==> src/rtl/hpu_get_pkg.sv <==
// rtl/hpu_get_pkg.sv - shared state type and host-mode decode for the get dispatcher
package hpu_get_pkg;

    typedef enum logic [2:0] {IDLE, GEN, RUN, COM, ERR} get_state_t;

    // ERR persists while any mode line stays high; only all-low returns to IDLE.
    function automatic get_state_t mode_decode(
        input logic       gen,
        input logic       run,
        input logic       com,
        input get_state_t cur
    );
        logic [1:0] n_high;
        n_high = {1'b0, gen} + {1'b0, run} + {1'b0, com};
        if (n_high == 2'd0)                  return IDLE;
        else if (cur == ERR || n_high >= 2'd2) return ERR;
        else if (gen)                        return GEN;
        else if (run)                        return RUN;
        else                                 return COM;
    endfunction

endpackage

==> src/rtl/get_fifo.sv <==
// rtl/get_fifo.sv - synchronous run-word FIFO with wrap-bit pointers and synchronous flush
module get_fifo #(
    parameter int DATA_W = 32,
    parameter int DEPTH  = 4
) (
    input  logic              i_clk,
    input  logic              i_rst_n,
    input  logic              i_flush,
    input  logic              i_push,
    input  logic [DATA_W-1:0] i_push_data,
    input  logic              i_pop,
    output logic [DATA_W-1:0] o_pop_data,
    output logic              o_full,
    output logic              o_empty
);
    localparam int AW = $clog2(DEPTH);

    logic [AW:0]       r_wr_ptr;
    logic [AW:0]       r_rd_ptr;
    logic [DATA_W-1:0] r_mem [DEPTH];
    logic              w_do_push;
    logic              w_do_pop;

    assign o_empty    = (r_wr_ptr == r_rd_ptr);
    assign o_full     = (r_wr_ptr[AW] != r_rd_ptr[AW]) &&
                        (r_wr_ptr[AW-1:0] == r_rd_ptr[AW-1:0]);
    assign w_do_push  = i_push & ~o_full;
    assign w_do_pop   = i_pop & ~o_empty;
    assign o_pop_data = r_mem[r_rd_ptr[AW-1:0]];

    always_ff @(posedge i_clk or negedge i_rst_n) begin
        if (!i_rst_n) begin
            r_wr_ptr <= '0;
            r_rd_ptr <= '0;
        end else if (i_flush) begin
            r_wr_ptr <= '0;
            r_rd_ptr <= '0;
        end else begin
            if (w_do_push) r_wr_ptr <= r_wr_ptr + (AW+1)'(1);
            if (w_do_pop)  r_rd_ptr <= r_rd_ptr + (AW+1)'(1);
        end
    end

    always_ff @(posedge i_clk) begin
        if (w_do_push && !i_flush) r_mem[r_wr_ptr[AW-1:0]] <= i_push_data;
    end

endmodule

==> src/rtl/get_dispatch.sv <==
// rtl/get_dispatch.sv - host-mode gated receive path: run words buffered and issued as exec pulses, com words latched
module get_dispatch
    import hpu_get_pkg::*;
#(
    parameter int DATA_W   = 32,
    parameter int DEPTH    = 4,
    parameter int EXEC_LAT = 1,
    parameter int CNT_W    = 16
) (
    input  logic              i_clk,
    input  logic              i_rst_n,
    input  logic              i_gen,
    input  logic              i_run,
    input  logic              i_com,
    input  logic              i_get_valid,
    input  logic [DATA_W-1:0] i_get_data,
    output logic              o_get_ready,
    input  logic              i_exec_ready,
    output logic              o_exec,
    output logic [DATA_W-1:0] o_exec_data,
    output logic              o_get_c,
    output logic [DATA_W-1:0] o_com_data,
    output logic [CNT_W-1:0]  o_rcv_cnt,
    output logic              o_mode_err
);
    localparam logic [CNT_W-1:0] CNT_MAX = '1;

    get_state_t        r_state;
    get_state_t        w_next;
    logic [CNT_W-1:0]  r_rcv_cnt;
    logic [DATA_W-1:0] r_com_data;
    logic [EXEC_LAT-1:0] r_pipe_v;
    logic [DATA_W-1:0] r_pipe_d [EXEC_LAT];

    logic              w_in_run;
    logic              w_full;
    logic              w_empty;
    logic [DATA_W-1:0] w_fifo_data;
    logic              w_accept;
    logic              w_push;
    logic              w_pop;
    logic              w_flush;

    assign w_next      = mode_decode(i_gen, i_run, i_com, r_state);
    assign w_in_run    = (r_state == RUN);
    // Ready depends only on registered state and full, never on i_exec_ready.
    assign o_get_ready = (r_state == COM) | (w_in_run & ~w_full);
    assign w_accept    = i_get_valid & o_get_ready;
    assign w_push      = w_accept & w_in_run;
    assign o_get_c     = w_accept & (r_state == COM);
    assign w_pop       = w_in_run & ~w_empty & i_exec_ready;
    assign w_flush     = (w_next != RUN);

    assign o_exec      = r_pipe_v[EXEC_LAT-1];
    assign o_exec_data = r_pipe_d[EXEC_LAT-1];
    assign o_com_data  = r_com_data;
    assign o_rcv_cnt   = r_rcv_cnt;
    assign o_mode_err  = (r_state == ERR);

    get_fifo #(
        .DATA_W (DATA_W),
        .DEPTH  (DEPTH)
    ) u_fifo (
        .i_clk       (i_clk),
        .i_rst_n     (i_rst_n),
        .i_flush     (w_flush),
        .i_push      (w_push),
        .i_push_data (i_get_data),
        .i_pop       (w_pop),
        .o_pop_data  (w_fifo_data),
        .o_full      (w_full),
        .o_empty     (w_empty)
    );

    always_ff @(posedge i_clk or negedge i_rst_n) begin
        if (!i_rst_n) begin
            r_state    <= IDLE;
            r_rcv_cnt  <= '0;
            r_com_data <= '0;
        end else begin
            r_state <= w_next;
            if (!w_in_run && w_next == RUN)
                r_rcv_cnt <= '0;
            else if (w_push && r_rcv_cnt != CNT_MAX)
                r_rcv_cnt <= r_rcv_cnt + CNT_W'(1);
            if (o_get_c)
                r_com_data <= i_get_data;
        end
    end

    // Popped words travel EXEC_LAT stages; leaving RUN drops anything in flight.
    always_ff @(posedge i_clk or negedge i_rst_n) begin
        if (!i_rst_n) begin
            r_pipe_v <= '0;
            for (int i = 0; i < EXEC_LAT; i++) r_pipe_d[i] <= '0;
        end else if (w_flush) begin
            r_pipe_v <= '0;
            for (int i = 0; i < EXEC_LAT; i++) r_pipe_d[i] <= '0;
        end else begin
            r_pipe_v[0] <= w_pop;
            r_pipe_d[0] <= w_fifo_data;
            for (int i = 1; i < EXEC_LAT; i++) begin
                r_pipe_v[i] <= r_pipe_v[i-1];
                r_pipe_d[i] <= r_pipe_d[i-1];
            end
        end
    end

endmodule

==> config.mk <==
export PLATFORM = sky130hd
export DESIGN_NAME = get_dispatch
export DESIGN_NICKNAME = d
export VERILOG_FILES = /design/src/rtl/hpu_get_pkg.sv /design/src/rtl/get_fifo.sv /design/src/rtl/get_dispatch.sv
export SDC_FILE = /design/constraint.sdc
export NUM_CORES = 1
export LEC_CHECK = 0
export BUFFER_PORTS_ARGS = -buffer_cell sky130_fd_sc_hd__buf_2
export CORE_AREA = 4 4 137 139
export DETAILED_ROUTE_END_ITERATION = 8
export DIE_AREA = 0 0 141 143
export GPL_TIMING_DRIVEN = 0
export PLACE_DENSITY = 0.65
export SYNTH_ARGS = -nofsm -noshare
export SYNTH_HDL_FRONTEND = slang
export SYNTH_SLANG_ARGS = --single-unit
==> constraint.sdc <==
create_clock -name i_clk -period 3.4 [get_ports i_clk]
set_input_delay 0.68 -clock i_clk [delete_from_list [all_inputs] [get_ports i_clk]]
set_output_delay 0.68 -clock i_clk [all_outputs]
set_load 0.005 [all_outputs]
# Word level (Yosys, flattened, before mapping)
# Memory sizes are Yosys's and may differ from the RTL's.
# Index checks and enable logic that the tools add are counted.
[word_totals] n_memories=1 romBits=0 latch_bits=0 elab_cells=59 output_inout_bits=84 inputBits=39 regBits=90 ram_bits=128
[classes] add_sub_neg=5 magnitude_cmp=1 n_mux=14 shift=0 n_div=0 n_reduce_logical=11 n_eq_ne=9 multipliers=0 bitwise_logic=11
[mem_list] name="u_fifo.r_mem" words=4 word_bits=32 read_ports=1 rd_clocked_by_memory_dff=0 write_ports=1 line_no="get_fifo.sv:20" text="logic [DATA_W-1:0] r_mem [DEPTH];"
[ops] cell="16-bit 2-to-1 mux" n=2
[ops] cell="32-bit 2-to-1 mux" n=1
[ops] cell="3-bit 2-to-1 mux" n=6
[ops] cell="16-bit by 1-bit adder with 16-bit output, second input constant" n=1
[ops] cell="16-bit inequality test, second input constant" n=1
[ops] cell="3-bit by 2-bit equality test with 1-bit output, second input constant" n=3
[ops] cell="1-bit AND" n=8
[ops] cell="3-bit by 1-bit adder with 3-bit output, second input constant" n=2
[ops] cell="2-bit nonzero test" n=3
[ops] cell="1-bit logical AND" n=4
[ops] cell="1-bit 2-to-1 mux" n=4
[ops] cell="3-bit equality test" n=1
[ops] cell="3-bit equality test, second input constant" n=1
[ops] cell="3-bit by 2-bit inequality test with 1-bit output, second input constant" n=1
[ops] cell="1-bit by 1-bit adder with 2-bit output" n=1
[ops] cell="2-bit by 1-bit adder with 2-bit output" n=1
[ops] cell="2-bit equality test" n=1
[ops] cell="2-bit >= comparator, second input constant" n=1
[ops] cell="1-bit zero test" n=2
[ops] cell="2-bit zero test" n=1
[ops] cell="2-bit 2-to-1 mux" n=1
[ops] cell="1-bit NOT" n=2
[ops] cell="1-bit logical OR" n=1
[ops] cell="1-bit inequality test" n=1
[ops] cell="1-bit OR" n=1

# Longest topological paths before layout
[depth] word_depth=11 ltp_mapped=8 mapped_depth_nobuf=7

# Cells and area by module
# A second synthesis with hierarchy kept.
[unflattened] cells_unflattened=559 hier_area_um2=8515.7
[modules_own_cells] mod="get_fifo" cells_per_inst=230 area_each_um2=5148.7 seq_area_each_um2=3993.8 n_inst=1
[modules_own_cells] mod="get_dispatch" cells_per_inst=329 area_each_um2=3367.0 seq_area_each_um2=2102.0 n_inst=1

# Worst setup path after synthesis
# Ideal clock, no wire load.
[synth_path] path_type="input port to flip-flop" start="input port i_gen" end="memory u_fifo.r_mem[0][0] (enable)" setup_ns=0.392 path_buffers=1 path_stages=7 slack_ns=-0.108 arrival_time_ns=3.116 required_ns=3.008 path_cell_list="inv_1 fa_1 or2b_2 or3_1 clkbuf_1 nor2_1 and2_1"
[synth_between] elab_chain_cells=11 elab_cells_between_ends=13 classes_between="add/sub: 2; order compare: 1; eq/ne: 1; mux: 5; reduce/logical: 4"
[synth_lines] element="from (decl)" line_no="get_dispatch.sv:12" text="input logic i_gen,"
[synth_lines] element="1-bit by 1-bit adder with 2-bit output" line_no="hpu_get_pkg.sv:14" text="n_high = {1'b0, gen} + {1'b0, run} + {1'b0, com};"
[synth_lines] element="2-bit by 1-bit adder with 2-bit output" line_no="hpu_get_pkg.sv:14"
[synth_lines] element="2-bit >= comparator" line_no="hpu_get_pkg.sv:16" text="else if (cur == ERR || n_high >= 2'd2) return ERR;"
[synth_lines] element="1-bit logical OR" line_no="hpu_get_pkg.sv:16"
[synth_lines] element="3-bit 2-to-1 mux" line_no="hpu_get_pkg.sv:16"
[synth_lines] element="3-bit 2-to-1 mux *" line_no="hpu_get_pkg.sv:15" text="if (n_high == 2'd0) return IDLE;"
[synth_lines] element="3-bit by 2-bit inequality test with 1-bit output *" line_no="get_dispatch.sv:52" text="assign w_flush = (w_next != RUN);"
[synth_lines] element="1-bit zero test *" line_no="get_fifo.sv:45" text="if (w_do_push && !i_flush) r_mem[r_wr_ptr[AW-1:0]] <= i_push_data;"
[synth_lines] element="1-bit logical AND *" line_no="get_fifo.sv:45"
[synth_lines] element="1-bit 2-to-1 mux *" line_no="get_fifo.sv:45"
[synth_lines] element="1-bit 2-to-1 mux (implied by the code) *" line_no="get_fifo.sv:45"
[synth_lines] element="to (decl)" line_no="get_fifo.sv:20"
# Mark *: on every way between the ends. The rest lies on a longest branch, timed or not.

# Worst setup path in the final report
[layout_path] start="input port i_gen" end="memory u_fifo.r_mem[0][30] (enable)"
# The elaborated chain is that of the path after synthesis.

==> impl_summary.md <==
Outcome
The run finished, with violations left. The checks that failed: setup timing.

Logic synthesis
The number of nets in the synthesized netlist is 577. The cell area that synthesis handed to floorplanning was 8330 um^2. For this run, the leading register cell type out of synthesis is edfxtp_1. The library cell occupying the most area in the post-synthesis netlist is edfxtp_1. The mean area per synthesized cell is approximately 16 um^2. The number of enable flip-flop cells after synthesis is 128. Of the total synthesized cell area, the portion taken by AND, OR, NAND and NOR gates is 0.114.

The sequential share of the synthesized area is 0.732. The xor and xnor area share after synthesis is 0.00947. The share of synthesized area in the top cell type comes to 0.462.

The area fraction in compound gates after synthesis was 0.0295. After synthesis the netlist holds a flip-flop and latch count of ~220. The fraction of the mapped netlist area in adder cells is 0.0114. After synthesis, the cell types taking the most area are edfxtp_1 46%, dfrtp_1 27%, mux4_2 8.7%.

The number of warnings reported in the yosys synthesis log is 0. Counting every instance in the synthesized netlist gives 531. Of the post-synthesis cell area, the part taken by muxes is 0.0878. The number of distinct library cells after synthesis is 45. For this run, asynchronously set or reset flops after synthesis account for 0.413. The largest family of logic cells by synthesized area is simple AND/OR/NAND/NOR gates.

Clocking
Buffers added to address setup during post-CTS repair amount to 0. The clock slew at the register clock pins of the worst setup and hold paths is 60 ps. The clock latency of the later-clocked register in the worst-skew pair is 500 ps. The number of clock sinks seen by CTS is 218.

The count of cells resized by post-cts repair is 0. The buffer type at the clock tree root is clkbuf_16. TritonCTS built the clock tree. The buffer depth of the longest clock path is 3. The clock buffer count from CTS is 23.

In this run the number of H-tree levels came out at 1.

Worst setup path
The worst register-to-register path has a setup slack of 460 ps. The largest fanout on the critical path is 32. The worst setup path is of the input port to flop kind.

The data arrival at the endpoint of the critical path is roughly 3600 ps. STA classifies the critical path startpoint as an input port. The worst path required time is 3510 ps.

The endpoint kind of the worst setup timing path is a flop.

Die
In this run the core area contains 49 standard-cell rows. The floorplan die height is 143 um. The number of top-level pins is 123.

The die covers 20200 um^2. The starting density of the core is 0.472. From left edge to right edge, the die measures ~140 um.

The placeable core region is 17700 um^2.

Power
The total design power is 5.62 mW. VDD sags by at most 345 uV. The leakage power total is 4.24 nW.

For this design the ratio of total power to cell area is 560 nW/um^2.

Drt
The count of nets left with antenna violations once routing finished came out at 0. For this run, design rule violations remaining after detail routing come to 0. For this block, the initial DRC count from the detailed router was just over 300.

Using the TritonRoute via totals, the vias-per-cell ratio works out to around 5.2. After detailed routing, the met2 layer carries 8.65 mm of wire. The via total after detailed routing is 4797. The final layout contains routed wiring with a total length of 17.2 mm. Signal routing reaches up to met5. Dividing the detail-routed wire length by the instance count gives 18.6 um. The count of TritonRoute iterations in the first routing pass is 4. The sum of routed wire segments on met1 is 7.14 mm.

In the detailed route, the total length drawn on met3 is 1.08 mm.

STA
For this run, the top clock speed supported by timing is 0.289 GHz. Summed over all failing endpoints, the final setup total negative slack is -3550 ps. The number of hold-slack violations in the final timing report is 0. The post-layout minimum cycle time is 3460 ps. In the finished design, the share of the clock period the worst path needs comes to 1.02. The final setup skew is roughly 17 ps.

Setup violations remaining at the end of the flow were counted as 128. Setup repair after global routing could not meet its margin everywhere. The worst-case headroom to the max-slew limit is 0.355. At the pin with the least slew margin, the transition time is 953 ps. The number of pins with negative max-slew slack in the final report was 0.

Setup slack on the critical path of the routed design comes to -62.1 ps.

Placed design
The count of input and output buffers is between 100 and 150. The weighted congestion reported at the end of routability-driven placement is 0.845. The sum of net half-perimeters after detailed placement is about 11 mm.

Finish
The number of filler cells placed in the layout is between 1000 and 1500. 0 antenna diodes ended up in the layout. In the final layout, the multi-input gates occupy ~2100 um^2.

The share of layout cells above drive strength 1 is 0.311. The post-layout net count is 725. The area growth from synthesis to layout is 20.5%.

Summing all flip-flop and latch instances after layout gives 6100 um^2. For this run, the share of the core covered by cells in the final layout is 0.568.

GRT
The global route total overflow is 0. The via count of the first global-routing pass is approximately 5100. The global router's overall resource usage is 0.176.

Entering global routing, the biggest net connects just over 70 pins. The first global-routing pass estimated 27.7 mm of wire. The initial antenna violation count is 1.

Hold path
In this run the worst hold path is classified as input port to asynchronous set/reset pin.

Job
The number of maximum-capacitance violations is 0.
-- synth_stat cells, types with 2 or more instances --
master    number
or3_1          5
nand4_1        3
o211ai_1       2
or2_2          3
nor4_1         3
o31ai_1        2
mux4_2        32
buf_6          2
nor2b_1       33
nor3_1         5
nand2_1      112
nand3_1        8
ha_1           6
o21ai_0        6
a21oi_1        6
edfxtp_1     128
inv_1          9
dfrtp_1       90
clkbuf_1      12
or2b_2         2
a21o_1         6
o21ai_1        6
nor2_1        13
xor2_1         5
xnor2_1        4
and2_1         4
nor3b_1        2
buf_2          5
-- path summary, 6_finish.rpt --
| path | from | to | depth (start not counted) |
|---|---|---|---|
| min | i_rst_n | o_rcv_cnt[15] | 1 |
| min reg2reg | o_com_data[6] | o_com_data[6] | 2 |
| max | i_gen | u_fifo.r_mem[0][30] | 8 |
| max in group asynchronous | i_rst_n | o_exec_data[15] | 2 |
| max reg2reg | r_state[2] | u_fifo.r_mem[0][30] | 5 |
| min in group i_clk | i_gen | r_state[1] | 2 |
-- where the power goes --
| part | switching, mW | internal (mW) | total (mW) |
|---|---|---|---|
| logic | 0.113 | 0.0734 | 0.187 |
| clock network | 1.00 | 1.55 | 2.55 |
| registers | 0.0289 | 2.85 | 2.88 |
| total | 1.14 | 4.47 | 5.62 |
-- state kept, by name (all words and copies together), names as in the netlist --
| signal | flops |
|---|---|
| o_exec_data | 32 |
| u_fifo.r_mem | 128 |
| o_exec | 1 |
| o_com_data | 32 |
| r_state | 3 |
| o_rcv_cnt | 16 |
| u_fifo.r_rd_ptr | 3 |
| u_fifo.r_wr_ptr | 3 |
-- worst max-delay path, stage by stage --
cell and delay [ps]:
buf_2 100, inv_1 70, fa_1 500, or2b_2 330, or3_1 490, clkbuf_1 330, nor2_1 240, and2_2 800
-- layout by cell type, fill, tap and decap left out, types with 5 or more instances in the layout --
cell / instances
or3_1: 5
clkbuf_16: 23
edfxtp_1: 128
clkbuf_1: 16
nand3_1: 8
a21o_1: 6
nor3_1: 5
nor2b_1: 33
buf_2: 126
nor2_1: 13
inv_1: 9
nand2_1: 112
o21ai_1: 6
dfrtp_1: 90
a21oi_1: 6
o21ai_0: 6
mux4_2: 32
ha_1: 6
xor2_1: 5
-- kinds of logic after synthesis --
kind of cell,after synthesis
AOI/OAI and AO/OA,36
buffers and inverters,29
adders and majority gates,7
xor gates and xnor gates,9
muxes,33
DFF,218
and+or+nand+nor,199
-- metrics by stage --
| stage | setup WS [ps] | hold WS (ps) | cell area [um^2] | instances |
|---|---|---|---|---|
| 6_report | -62.1 | 66.8 | 10000 | 924 |
| 5_1_grt | -242 | 72.4 | 10000 | 924 |
| 4_1_cts | -91.3 | 55.3 | 10000 | 924 |
| 3_5_place_dp | -591 | 457 | 9260 | 883 |
| 3_3_place_gp | -563 | 452 | 9230 | 882 |
| 2_1_floorplan | 225 | 384 | 8330 | 531 |
-- per-layer routing --
metal | up-vias | GRT usage
met1 | 2394 | 0.231
met4 | 2 | 0.0449
met2 | 143 | 0.303
met5 | - | 0
li1 | 2222 | -
met3 | 36 | 0.0355
-- area by class of cell --
cell class,count,share of cell area
plain buffers,20,0.00960
clock inverters,14,0.0183
well taps,229,0.0286
inverters,9,0.00337
flip-flops and latches,218,0.608
repair buffers,123,0.0639
multi-input cells,284,0.210
clock buffers,27,0.0589
-- timing repair --
item,in CTS,in global routing
endpoints found under the hold margin,0,0
hold buffers,0,0
endpoints found under the setup margin,128,128
No activity file was read; power rests on OpenSTA's default activity.
